### config.mk
export PLATFORM = sky130hd
export DESIGN_NAME = mem_access_unit
export DESIGN_NICKNAME = d
export VERILOG_FILES = /design/src/rtl/mau_pkg.sv /design/src/rtl/mau_lane_unit.sv /design/src/rtl/mem_access_unit.sv
export SDC_FILE = /design/constraint.sdc
export NUM_CORES = 1
export LEC_CHECK = 0
export CAP_MARGIN = 20
export CORE_MARGIN = 3
export CORE_UTILIZATION = 32
export DETAILED_ROUTE_END_ITERATION = 8
export SLEW_MARGIN = 20
export SYNTH_ARGS = -nofsm -noshare
export SYNTH_HDL_FRONTEND = slang
export SYNTH_SLANG_ARGS = --single-unit
export TNS_END_PERCENT = 10
### constraint.sdc
create_clock -name clk_i -period 7 [get_ports clk_i]
set_input_delay 0.7 -clock clk_i [delete_from_list [all_inputs] [get_ports clk_i]]
set_output_delay 0.7 -clock clk_i [all_outputs]
set_load 0.02 [all_outputs]
### src/rtl/mau_pkg.sv
// Shared definitions for the memory access unit: access size codes, FSM states,
// lane count and the alignment check used when misaligned accesses trap.
package mau_pkg;

  localparam int LANES = 4;

  typedef enum logic [1:0] {
    SIZE_BYTE = 2'b00,
    SIZE_HALF = 2'b01,
    SIZE_WORD = 2'b10,
    SIZE_RSVD = 2'b11
  } size_e;

  typedef enum logic [2:0] {
    IDLE,
    ACCESS,
    WRITE,
    RESP,
    RESP_ERR
  } state_e;

  function automatic logic misaligned(input size_e size, input logic [1:0] lo);
    case (size)
      SIZE_HALF: misaligned = lo[0];
      SIZE_WORD: misaligned = |lo;
      default:   misaligned = 1'b0;
    endcase
  endfunction

endpackage

### src/rtl/mau_lane_unit.sv
// Combinational byte-lane logic: merges store data into a read word and
// extracts/extends load data from a RAM word.
module mau_lane_unit
  import mau_pkg::*;
(
  input  size_e       size,
  input  logic [1:0]  lane,
  input  logic        is_unsigned,
  input  logic [31:0] word,
  input  logic [31:0] wdata,
  output logic [31:0] merged,
  output logic [31:0] extracted
);

  function automatic logic [31:0] extend_byte(input logic [7:0] b, input logic u);
    logic signed [7:0]  sb;
    logic signed [31:0] sx;
    sb = b;
    sx = sb;
    extend_byte = u ? {24'd0, b} : sx;
  endfunction

  function automatic logic [31:0] extend_half(input logic [15:0] h, input logic u);
    logic signed [15:0] sh;
    logic signed [31:0] sx;
    sh = h;
    sx = sh;
    extend_half = u ? {16'd0, h} : sx;
  endfunction

  logic [7:0]  lane_byte;
  logic [15:0] lane_half;

  assign lane_byte = word[{lane, 3'b000} +: 8];
  assign lane_half = word[{lane[1], 4'b0000} +: 16];

  always_comb begin
    merged    = word;
    extracted = word;
    case (size)
      SIZE_BYTE: begin
        merged[{lane, 3'b000} +: 8] = wdata[7:0];
        extracted = extend_byte(lane_byte, is_unsigned);
      end
      SIZE_HALF: begin
        merged[{lane[1], 4'b0000} +: 16] = wdata[15:0];
        extracted = extend_half(lane_half, is_unsigned);
      end
      default: merged = wdata;
    endcase
  end

endmodule

### src/rtl/mem_access_unit.sv
// Load/store front-end for a word-wide data RAM with read-modify-write sub-word stores.
// Define MAU_MISALIGN_TRAP_EN to report misaligned half/word accesses as errors instead of aligning down.
module mem_access_unit
  import mau_pkg::*;
#(
  parameter int ADDR_WIDTH = 32,
  parameter int DATA_WIDTH = 32
) (
  input  logic                  clk_i,
  input  logic                  rst_i,
  input  logic                  req_valid_i,
  output logic                  req_ready_o,
  input  logic                  req_we_i,
  input  logic [1:0]            req_size_i,
  input  logic                  req_unsigned_i,
  input  logic [ADDR_WIDTH-1:0] req_addr_i,
  input  logic [DATA_WIDTH-1:0] req_wdata_i,
  output logic                  rsp_valid_o,
  output logic [DATA_WIDTH-1:0] rsp_rdata_o,
  output logic                  rsp_err_o,
  output logic                  ram_we_o,
  output logic [ADDR_WIDTH-1:0] ram_addr_o,
  output logic [DATA_WIDTH-1:0] ram_wdata_o,
  input  logic [DATA_WIDTH-1:0] ram_rdata_i
);

  state_e state, state_next;

  logic                  accept;
  logic                  req_err;
  size_e                 req_size;
  logic [ADDR_WIDTH-1:0] addr_eff;

  logic                  we_p1;
  logic                  unsigned_p1;
  size_e                 size_p1;
  logic [ADDR_WIDTH-1:0] addr_p1;
  logic [DATA_WIDTH-1:0] wdata_p1;
  logic [DATA_WIDTH-1:0] merge_p2;
  logic [DATA_WIDTH-1:0] rdata_p2;

  logic [DATA_WIDTH-1:0] lane_word;
  logic [DATA_WIDTH-1:0] lane_merged;
  logic [DATA_WIDTH-1:0] lane_extracted;

  assign accept   = req_valid_i && req_ready_o;
  assign req_size = size_e'(req_size_i);

`ifdef MAU_MISALIGN_TRAP_EN
  assign req_err  = (req_size == SIZE_RSVD) || misaligned(req_size, req_addr_i[1:0]);
  assign addr_eff = req_addr_i;
`else
  assign req_err  = (req_size == SIZE_RSVD);
  always_comb begin
    addr_eff = req_addr_i;
    case (req_size)
      SIZE_HALF: addr_eff[0]   = 1'b0;
      SIZE_WORD: addr_eff[1:0] = 2'b00;
      default:   ;
    endcase
  end
`endif

  // Stage p1: request fields captured at accept
  always_ff @(posedge clk_i) begin
    if (accept) begin
      we_p1       <= req_we_i;
      unsigned_p1 <= req_unsigned_i;
      size_p1     <= req_size;
      addr_p1     <= addr_eff;
      wdata_p1    <= req_wdata_i;
    end
  end

  // Stage p2: RAM word captured during ACCESS (merge source or load result)
  always_ff @(posedge clk_i) begin
    if (state == ACCESS) begin
      merge_p2 <= ram_rdata_i;
      rdata_p2 <= we_p1 ? '0 : lane_extracted;
    end
  end

  assign lane_word = (state == WRITE) ? merge_p2 : ram_rdata_i;

  mau_lane_unit u_lane (
    .size        (size_p1),
    .lane        (addr_p1[1:0]),
    .is_unsigned (unsigned_p1),
    .word        (lane_word),
    .wdata       (wdata_p1),
    .merged      (lane_merged),
    .extracted   (lane_extracted)
  );

  always_ff @(posedge clk_i) begin
    if (rst_i) state <= IDLE;
    else       state <= state_next;
  end

  always_comb begin
    state_next = state;
    case (state)
      IDLE:     if (accept) state_next = req_err ? RESP_ERR : ACCESS;
      ACCESS:   state_next = (we_p1 && size_p1 != SIZE_WORD) ? WRITE : RESP;
      WRITE:    state_next = RESP;
      RESP:     state_next = IDLE;
      RESP_ERR: state_next = IDLE;
      default:  state_next = IDLE;
    endcase
  end

  // Write enable is forced low during reset so an aborted access never reaches the RAM.
  always_comb begin
    req_ready_o = 1'b0;
    rsp_valid_o = 1'b0;
    rsp_err_o   = 1'b0;
    rsp_rdata_o = '0;
    ram_we_o    = 1'b0;
    ram_addr_o  = '0;
    ram_wdata_o = '0;
    case (state)
      IDLE: req_ready_o = 1'b1;
      ACCESS: begin
        ram_addr_o = {addr_p1[ADDR_WIDTH-1:2], 2'b00};
        if (we_p1 && size_p1 == SIZE_WORD) begin
          ram_we_o    = !rst_i;
          ram_wdata_o = wdata_p1;
        end
      end
      WRITE: begin
        ram_addr_o  = {addr_p1[ADDR_WIDTH-1:2], 2'b00};
        ram_we_o    = !rst_i;
        ram_wdata_o = lane_merged;
      end
      RESP: begin
        rsp_valid_o = 1'b1;
        rsp_rdata_o = rdata_p2;
      end
      RESP_ERR: begin
        rsp_valid_o = 1'b1;
        rsp_err_o   = 1'b1;
      end
      default: ;
    endcase
  end

endmodule

==> impl_metrics.env, run 1 <==
export IMPL_drc=0
export IMPL_fp_dieW_um=159
export IMPL_dpl_cell_area_um2=9730
export IMPL_fin_crit_ns=4.91
export IMPL_final_core_util=0.452
export IMPL_outcome="complete, no violations"
export IMPL_setup_tns_ns=0
export IMPL_fin_area_um2=10300
export IMPL_rows=55
export IMPL_viasPerCell=5.37
export IMPL_avgSynthCellArea_um2=10.9
export IMPL_ant_nets=0
export IMPL_via_count=6382
export IMPL_synth_cell_type_count=51
export IMPL_fill_cells=2185
export IMPL_ctsHoldBuffers=0
export IMPL_seq_area_um2=4020
export IMPL_clock_tree_buffer_depth=2
export IMPL_tightest_slew_ns=0.968
export IMPL_final_cells=1189
export IMPL_path_clk_slew_ns=0.06
export IMPL_io_buffers=200
export IMPL_synthesis_area_um2=7490
export IMPL_vdd_drop_max_mv=0.200
export IMPL_gp_congestion=0.888
export IMPL_cts_htree_levels=4
export IMPL_setup_slack_ns=2.09
export IMPL_synthCells=689
export IMPL_post_cts_setup_buffers=0
export IMPL_drv_slew=0
export IMPL_crit_fanout=40
export IMPL_max_clock_freq_mhz=204
export IMPL_first_pass_iters=5
export IMPL_synth_seq_cells=135
export IMPL_fin_skew_ns=0.00917
export IMPL_startpoint_type="flop"
export IMPL_clkLatencyLatePin_ns=0.42
export IMPL_wirelength_mm=24.9
export IMPL_critical_path_arrival_ns=4.21
export IMPL_grt_ovfl_total=0
export IMPL_hpwl_mm=17.7
export IMPL_worstSetupEndpointType="output port"
export IMPL_critPathKind="flop to output port"
export IMPL_antenna_found_initial=0
export IMPL_grt_usage=0.189
export IMPL_dp_cells=1157
export IMPL_max_slew_margin=0.352
export IMPL_period_share=0.702
export IMPL_die_area_um2=25300
export IMPL_drt_iter0_markers=620
export IMPL_post_place_ws_ns=2.61
export IMPL_cts_resized=0
export IMPL_synthFlopType="edfxtp_1"
export IMPL_core_um2=22800
export IMPL_grt_pass1_vias=6026
export IMPL_worst_hold_slack_ns=0.650
export IMPL_cp_required_ns=6.30
export IMPL_wl_per_cell_um=21.0
export IMPL_power_mw=3.15
export IMPL_drive_gt1_frac=0.0685
export IMPL_yosysWarnings=0
export IMPL_async_flop_share=0
export IMPL_rsz0062_at_grt="no"
export IMPL_multi_input_area_um2=3190
export IMPL_p_leak_nw=3.69
export IMPL_clockRootBuffer="clkbuf_16"
export IMPL_setup_viol=0
export IMPL_finalNetCount=973
export IMPL_cts_tree="done"
export IMPL_tritoncts_num_buffers=17
export IMPL_syn_to_final_growth_pct=37.7
export IMPL_grt_pass1_wl_mm=37.2
export IMPL_powerDensity_nw_per_um2=306
export IMPL_hold_violations=0
export IMPL_hold_path_class="flop to flop"
export IMPL_cts_sinks=135
export IMPL_ioPinCount=203
export IMPL_num_antenna_cells=0
export IMPL_synth_seq_area_share=0.537
export IMPL_chipHeight_um=159
export IMPL_synth_edff_count=132
export IMPL_start_util=0.328
export IMPL_max_cap_violations=0
export IMPL_grt_max_degree=69
sequential cells by signal, indices dropped and copies added (netlist names):
signal       count
addr_p1         32
merge_p2        32
rdata_p2        32
wdata_p1        32
state            3
size_p1          2
unsigned_p1      1
we_p1            1
metal layers:
layer | wire, µm | up-vias | GRT usage
li1 | - | 2970 | -
met1 | 10200 | 2978 | 0.252
met2 | 11300 | 404 | 0.291
met3 | 2780 | 30 | 0.0622
met4 | 566 | 0 | 0.0673
met5 | 0 | - | 0
worst paths after layout:
kind                          end        from  slack [ns]  depth (start not counted)
setup / recovery  ram_wdata_o[31]  addr_p1[1]        2.09                          8
hold / removal           state[1]    state[2]        0.65                          1
setup reg to reg     rdata_p2[29]    state[1]        3.78                          6
hold reg to reg          state[1]    state[2]        0.65                          1
cells in the mapped netlist (2+ instances only):
| cell type | number | area share |
|---|---|---|
| nor3b_1 | 4 | 0.0040 |
| nor2b_1 | 4 | 0.0033 |
| a22o_1 | 2 | 0.0023 |
| inv_1 | 9 | 0.0045 |
| and3_1 | 2 | 0.0017 |
| a21oi_1 | 59 | 0.039 |
| a211oi_1 | 8 | 0.0080 |
| o22ai_1 | 30 | 0.025 |
| and2_1 | 65 | 0.054 |
| edfxtp_1 | 132 | 0.53 |
| nand2b_1 | 14 | 0.012 |
| mux4_2 | 8 | 0.024 |
| o21a_1 | 7 | 0.0070 |
| nor3_1 | 14 | 0.0093 |
| ha_1 | 7 | 0.012 |
| nand2_1 | 55 | 0.028 |
| a311oi_1 | 5 | 0.0058 |
| nor4bb_1 | 2 | 0.0027 |
| mux2i_1 | 34 | 0.045 |
| buf_6 | 4 | 0.0060 |
| buf_2 | 6 | 0.0040 |
| a221oi_1 | 24 | 0.028 |
| nor2_1 | 51 | 0.026 |
| o221ai_1 | 3 | 0.0035 |
| buf_1 | 4 | 0.0020 |
| o2bb2ai_1 | 4 | 0.0047 |
| nand3_1 | 4 | 0.0027 |
| clkbuf_1 | 41 | 0.021 |
| and3b_1 | 2 | 0.0023 |
| a32o_1 | 2 | 0.0027 |
| o21ai_0 | 22 | 0.015 |
| a31oi_1 | 17 | 0.014 |
| a21o_1 | 13 | 0.013 |
| dfxtp_1 | 3 | 0.0080 |
| or2_2 | 2 | 0.0017 |
| o2111ai_1 | 6 | 0.0070 |
| nor4_1 | 4 | 0.0033 |
| buf_4 | 3 | 0.0030 |
area by class of cell:
| cell class | instances | share of cell area |
|---|---|---|
| flip-flops and latches | 135 | 0.390 |
| multi-input cells | 488 | 0.309 |
| repair buffers | 212 | 0.203 |
| clock buffers | 18 | 0.0416 |
| well taps | 313 | 0.0379 |
| clock inverters | 14 | 0.0154 |
| inverters | 9 | 0.00327 |
report_power, final:
part	total (mW)	switching (mW)	internal, mW
clock	0.906	0.350	0.556
combinational	1.11	0.655	0.452
sequential	1.14	0.0777	1.06
cell families (layout without fill, tap and decap cells):
| logic type | after synthesis | after routing | share of synthesized area |
|---|---|---|---|
| adders and majority gates | 7 | 7 | 0.0117 |
| buffers and inverters | 67 | 253 | 0.0401 |
| DFF | 135 | 135 | 0.537 |
| and+or+nand+nor | 230 | 230 | 0.158 |
| muxes | 42 | 42 | 0.0694 |
| AOI/OAI and AO/OA | 206 | 206 | 0.182 |
| xor gates and xnor gates | 1 | 1 | 0.00117 |
| other | 1 | 2 | 0.000500 |
worst max-delay path, stage by stage (launching register included):
cell and delay (ns):
edfxtp_1 0.34, buf_4 0.45, inv_1 0.43, ha_1 0.46, nor4bb_2 0.82, a221oi_1 0.18
a21oi_1 0.23, a32o_1 0.20, clkdlybuf4s50_1 0.64
cells in the final DEF, fill, tap and decap left out, types with 3 or more instances in the layout:
cell type,n
bufinv_16,3
nand3_1,4
nor2b_1,4
clkinv_4,3
nor2_1,51
ha_1,7
nor4_1,4
nand2b_1,14
inv_1,8
a31oi_1,17
a21o_1,13
clkdlybuf4s50_1,200
o21a_1,7
a211oi_1,8
buf_4,12
o2bb2ai_1,4
nor3_1,14
nand2_1,55
a311oi_1,5
and2_1,65
a221oi_1,24
edfxtp_1,132
mux4_2,8
a21oi_1,59
mux2i_1,34
o22ai_1,30
o221ai_1,3
clkbuf_16,17
dfxtp_1,3
o2111ai_1,6
nor3b_1,3
o21ai_0,22
clkinv_2,4
Power figures use the tool's default switching activity.
==> run 2, diff against run 1 <==
==> constraint.sdc (replaced) <==
create_clock -name clk_i -period 4.3 [get_ports clk_i]
set_input_delay 0.43 -clock clk_i [delete_from_list [all_inputs] [get_ports clk_i]]
set_output_delay 0.43 -clock clk_i [all_outputs]
set_load 0.02 [all_outputs]
==> run 2 against run 1 <==
- final cell count up 0.84%
- via count rose by 0.42%
- clock skew is 0.00061 ns lower
- global-route usage rose by 0.50 points
- non-clock buffer count is 10 higher
- sequential share of layout area down 0.42 points
- power up 66%
- setup slack got worse by 1.7 ns
- highest routed layer unchanged
- flip-flop and latch count did not move
- utilization rose by 0.49 points
==> impl_metrics.env, run 2 (synthesized netlist as in run 1, its figures left out) <==
export IMPL_clockRootBuffer="clkbuf_16"
export IMPL_grt_usage=0.194
export IMPL_wirelength_mm=25.0
export IMPL_outcome="complete, no violations"
export IMPL_busiest_layer="met2"
export IMPL_ioPinCount=203
export IMPL_ctsHoldBuffers=0
export IMPL_rows=55
export IMPL_hold_path_class="input port to flop"
export IMPL_antenna_found_initial=0
export IMPL_cts_tree="done"
export IMPL_final_common_cell="clkdlybuf4s50_1"
export IMPL_gp_congestion=0.881
export IMPL_fin_area_um2=10400
export IMPL_cts_sinks=135
export IMPL_max_clock_freq_mhz=258
export IMPL_fin_skew_ns=0.00855
export IMPL_gr_usage_met3=0.0702
export IMPL_fp_dieW_um=159
export IMPL_cts_htree_levels=4
export IMPL_period_share=0.901
export IMPL_setup_viol=0
export IMPL_via_count=6409
export IMPL_worstSetupEndpointType="output port"
export IMPL_chipHeight_um=159
export IMPL_num_antenna_cells=0
export IMPL_tightest_slew_ns=0.953
export IMPL_hold_violations=0
export IMPL_critical_path_arrival_ns=3.45
export IMPL_grt_max_degree=67
export IMPL_vdd_drop_max_mv=0.327
export IMPL_fin_crit_ns=3.88
export IMPL_worst_hold_slack_ns=0.559
export IMPL_cp_required_ns=3.87
export IMPL_met2_usage=0.296
export IMPL_path_clk_slew_ns=0.06
export IMPL_crit_fanout=28
export IMPL_clkLatencyLatePin_ns=0.42
export IMPL_critPathKind="flop to output port"
export IMPL_core_um2=22800
export IMPL_powerDensity_nw_per_um2=503
export IMPL_startpoint_type="flop"
export IMPL_die_area_um2=25300
export IMPL_grt_pass1_wl_mm=38.5
export IMPL_hpwl_mm=18.3
export IMPL_start_util=0.328
export IMPL_setup_tns_ns=0
export IMPL_wl_per_cell_um=20.8
export IMPL_drc=0
export IMPL_io_buffers=200
export IMPL_drv_slew=0
export IMPL_first_pass_iters=6
export IMPL_drive_gt1_frac=0.0824
export IMPL_drt_iter0_markers=698
export IMPL_post_cts_setup_buffers=0
export IMPL_rsz0062_at_grt="no"
export IMPL_max_cap_violations=0
export IMPL_grt_pass1_vias=6334
export IMPL_max_slew_margin=0.365
export IMPL_grt_ovfl_total=0
export IMPL_layout_common_cells="clkdlybuf4s50_1, edfxtp_1, and2_1"
export IMPL_tritoncts_num_buffers=17
export IMPL_gr_usage_met1=0.253
export IMPL_syn_to_final_growth_pct=39.2
export IMPL_clock_tree_buffer_depth=2
export IMPL_finalNetCount=983
export IMPL_ant_nets=0
export IMPL_dpl_cell_area_um2=9810
export IMPL_p_leak_nw=3.76
export IMPL_cts_resized=0
export IMPL_viasPerCell=5.35
-- run 2: cell count changes in the layout (fill, tap and decap cells not counted) --
cell             change
clkdlybuf4s50_1      -1
clkinv_2             -1
clkbuf_1             -1
clkinvlp_4           +1
nor3b_4              +1
inv_6                +3
nor3b_2              -1
nor4bb_1             +1
clkinv_1             -2
buf_4               +11
clkinv_4             -1
nor4bb_2             -1
bufinv_16            +1
-- run 2: worst paths after layout --
| path | endpoint | slack, ns | from | cells after the start |
|---|---|---|---|---|
| min | addr_p1[29] | 0.56 | req_addr_i[29] | 1 |
| max reg2reg | rdata_p2[29] | 0.72 | state[2] | 5 |
| max | ram_wdata_o[24] | 0.42 | state[2] | 6 |
| min reg2reg | state[1] | 0.68 | state[2] | 1 |
-- run 2: power by group --
part	leakage (nW)	internal, mW	switching (mW)	total, mW
sequential	1.27	1.73	0.139	1.87
combinational	2.19	0.754	1.06	1.81
clock	0.300	0.974	0.585	1.56
total	3.76	3.46	1.78	5.24
-- run 2: per-layer routing --
metal	up-vias	share of wire
li1	2981	-
met1	3023	0.41
met2	358	0.45
met3	47	0.11
met4	0	0.031
met5	-	0
-- run 2: area by class of cell --
| cell class | count | area (µm²) |
|---|---|---|
| Clock inverter | 15 | 201 |
| Fill cell | 2182 | 12400 |
| Multi-Input combinational cell | 488 | 3190 |
| Clock buffer | 17 | 425 |
| Inverter | 9 | 33.8 |
| Tap cell | 313 | 392 |
| Sequential cell | 135 | 4020 |
| Timing Repair Buffer | 222 | 2160 |
-- run 2: metrics by stage --
step,power [mW],utilization,worst slack (ns),cells
finish,5.24,0.457,0.424,1199
global route,5.49,0.457,0.228,1199
CTS,5.26,0.457,0.404,1199
detailed placement,3.70,0.429,0.746,1167
global placement,3.70,0.429,0.760,1167
floorplan,2.93,-,0.576,690
-- run 2: critical path, stage by stage, from the launching register on --
cell and delay [ns]:
dfxtp_1 0.54, or3b_2 0.81, buf_4 0.36, mux2i_1 0.35, o21ai_0 0.13, a22o_1 0.27
clkdlybuf4s50_1 0.55
==> run 3, diff against run 2 <==
--- a/config.mk
+++ b/config.mk
@@ -6,9 +6,12 @@
 export NUM_CORES = 1
 export LEC_CHECK = 0
 export CAP_MARGIN = 20
+export CELL_PAD_IN_SITES_DETAIL_PLACEMENT = 0
+export CELL_PAD_IN_SITES_GLOBAL_PLACEMENT = 1
 export CORE_MARGIN = 3
 export CORE_UTILIZATION = 32
 export DETAILED_ROUTE_END_ITERATION = 8
+export PLACE_DENSITY_LB_ADDON = 0.1
 export SLEW_MARGIN = 20
 export SYNTH_ARGS = -nofsm -noshare
 export SYNTH_HDL_FRONTEND = slang
==> run 3 against run 2 <==
- worst hold slack worse by 0.00077 ns
- sequential power about the same
- routed wire length down 1.8%
- final cell count unchanged
- global-route usage down 0.39 points
- flip-flop and latch count unchanged
- maximum frequency down 3.5%
- critical path type unchanged
==> impl_metrics.env, run 3 (synthesized netlist as in run 1, its figures left out) <==
export IMPL_outcome="complete, no violations"
export IMPL_fp_dieW_um=159
export IMPL_power_mw=5.08
export IMPL_layout_common_cells="clkdlybuf4s50_1, edfxtp_1, and2_1"
export IMPL_ant_nets=0
export IMPL_clockPowerShare=0.276
export IMPL_gp_congestion=0.825
export IMPL_crit_buf_inv=2
export IMPL_drt_iter0_markers=447
export IMPL_grt_pass1_vias=6219
export IMPL_switching_power_mw=1.80
export IMPL_grt_usage=0.190
export IMPL_setup_viol=0
export IMPL_ctsHoldBuffers=0
export IMPL_hpwl_mm=17.6
export IMPL_hold_violations=0
export IMPL_setup_slack_ns=0.283
export IMPL_fin_crit_ns=4.02
export IMPL_crit_fanout=14
export IMPL_hold_path_class="input port to flop"
export IMPL_path_clk_slew_ns=0.07
export IMPL_critPathKind="flop to output port"
export IMPL_tightest_slew_ns=0.894
export IMPL_syn_to_final_growth_pct=38.3
export IMPL_setup_tns_ns=0
export IMPL_cts_tree="done"
export IMPL_crit_start="addr_p1[0]"
export IMPL_vdd_drop_max_mv=0.262
export IMPL_grt_ovfl_total=0
export IMPL_worstSetupEndpointType="output port"
export IMPL_grt_max_degree=67
export IMPL_post_place_ws_ns=0.741
export IMPL_worstRegToRegCells=6
export IMPL_core_um2=22800
export IMPL_clockRootBuffer="clkbuf_16"
export IMPL_max_slew_margin=0.404
export IMPL_p_seq_frac=0.365
export IMPL_p_int_mw=3.29
export IMPL_tritoncts_num_buffers=17
export IMPL_cts_htree_levels=4
export IMPL_r2r_end="rdata_p2[29]"
export IMPL_die_area_um2=25300
export IMPL_period_share=0.934
export IMPL_via_count=6292
export IMPL_viasPerCell=5.25
export IMPL_powerDensity_nw_per_um2=490
export IMPL_cts_sinks=135
export IMPL_start_util=0.328
export IMPL_path_cells="inv_1 -> ha_1 -> nor3b_1 -> a21oi_1 -> o21ai_0 -> a221oi_1 -> nor2_1 -> clkdlybuf4s50_1"
export IMPL_max_clock_freq_mhz=249
export IMPL_wirelength_mm=24.5
export IMPL_wl_per_cell_um=20.5
export IMPL_rows=55
export IMPL_fin_skew_ns=0.00678
export IMPL_cp_required_ns=3.87
export IMPL_routed_wl_met3_mm=2.42
export IMPL_cp_top_family="buffers and inverters"
export IMPL_rsz0062_at_grt="no"
export IMPL_comb_power_share=0.359
export IMPL_r2r_start="state[1]"
export IMPL_chipHeight_um=159
export IMPL_drv_slew=0
export IMPL_finalNetCount=983
export IMPL_max_cap_violations=0
export IMPL_post_cts_setup_buffers=0
export IMPL_clkLatencyLatePin_ns=0.42
export IMPL_final_core_util=0.454
export IMPL_p_leak_nw=3.72
export IMPL_swShare=0.353
export IMPL_clock_tree_buffer_depth=2
export IMPL_antenna_found_initial=0
export IMPL_num_antenna_cells=0
export IMPL_wl_met2_mm=11.1
export IMPL_slowest_delay_ns=0.65
export IMPL_met1Wirelength_mm=10.6
export IMPL_cts_resized=0
export IMPL_drc=0
export IMPL_drive_gt1_frac=0.0790
export IMPL_endpoint="ram_wdata_o[5]"
export IMPL_grt_pass1_wl_mm=37.8
export IMPL_critical_path_arrival_ns=3.59
export IMPL_ioPinCount=203
export IMPL_rrSetupSlack_ns=1.01
export IMPL_crit_slowest_cell="clkdlybuf4s50_1"
export IMPL_io_buffers=200
export IMPL_first_pass_iters=5
export IMPL_final_common_cell="clkdlybuf4s50_1"
export IMPL_highest_layer="met4"
export IMPL_cp_num_cells=8
export IMPL_startpoint_type="flop"
-- run 3: cell type report --
type	count	area, µm²
clock buffers	18	429
clock inverters	14	125
fillers	2167	12500
inverters	9	33.8
multi-input cells	488	3190
flip-flops and latches	135	4020
well taps	313	392
repair buffers	222	2180
-- run 3: worst register-to-register path: stages, from the launching register on --
cell and delay [ns]:
dfxtp_1 0.51, or3b_2 0.72, buf_12 0.27, mux2i_1 0.27
a221oi_1 0.63, nand2_2 0.36, a311oi_1 0.35
-- run 3: how the worst min path moves through the flow --
stage	startpoint	end	slack (ns)	depth (start not counted)
finish	req_addr_i[18]	addr_p1[18]	0.56	1
global route	req_addr_i[16]	addr_p1[16]	0.55	1
CTS	req_addr_i[19]	addr_p1[19]	0.54	1
detailed placement	state[2]	state[1]	0.64	1
global placement	state[2]	state[1]	0.62	1
floorplan	rst_i	state[0]	0.50	1
-- run 3: routing by layer --
metal  GRT usage  up-vias
met3      0.0601       33
met1       0.253     2963
met5           0        -
met4      0.0589        0
met2       0.299      308
li1            -     2988
-- run 3: metrics by stage --
stage / hold slack [ns] / instance area, µm² / std cells
finish: 0.559 / 10400 / 1199
global placement: 0.619 / 9810 / 1167
CTS: 0.543 / 10400 / 1199
global route: 0.546 / 10400 / 1199
floorplan: 0.502 / 7510 / 690
detailed placement: 0.640 / 9810 / 1167
-- run 3: power by group through the flow --
stage	combinational, mW	sequential, mW	clock, mW
after global routing	1.97	1.88	1.50
after floorplan	1.11	1.83	0
final	1.82	1.86	1.40
after detailed placement	1.83	1.88	0
after CTS	1.84	1.85	1.43
after global placement	1.82	1.88	0
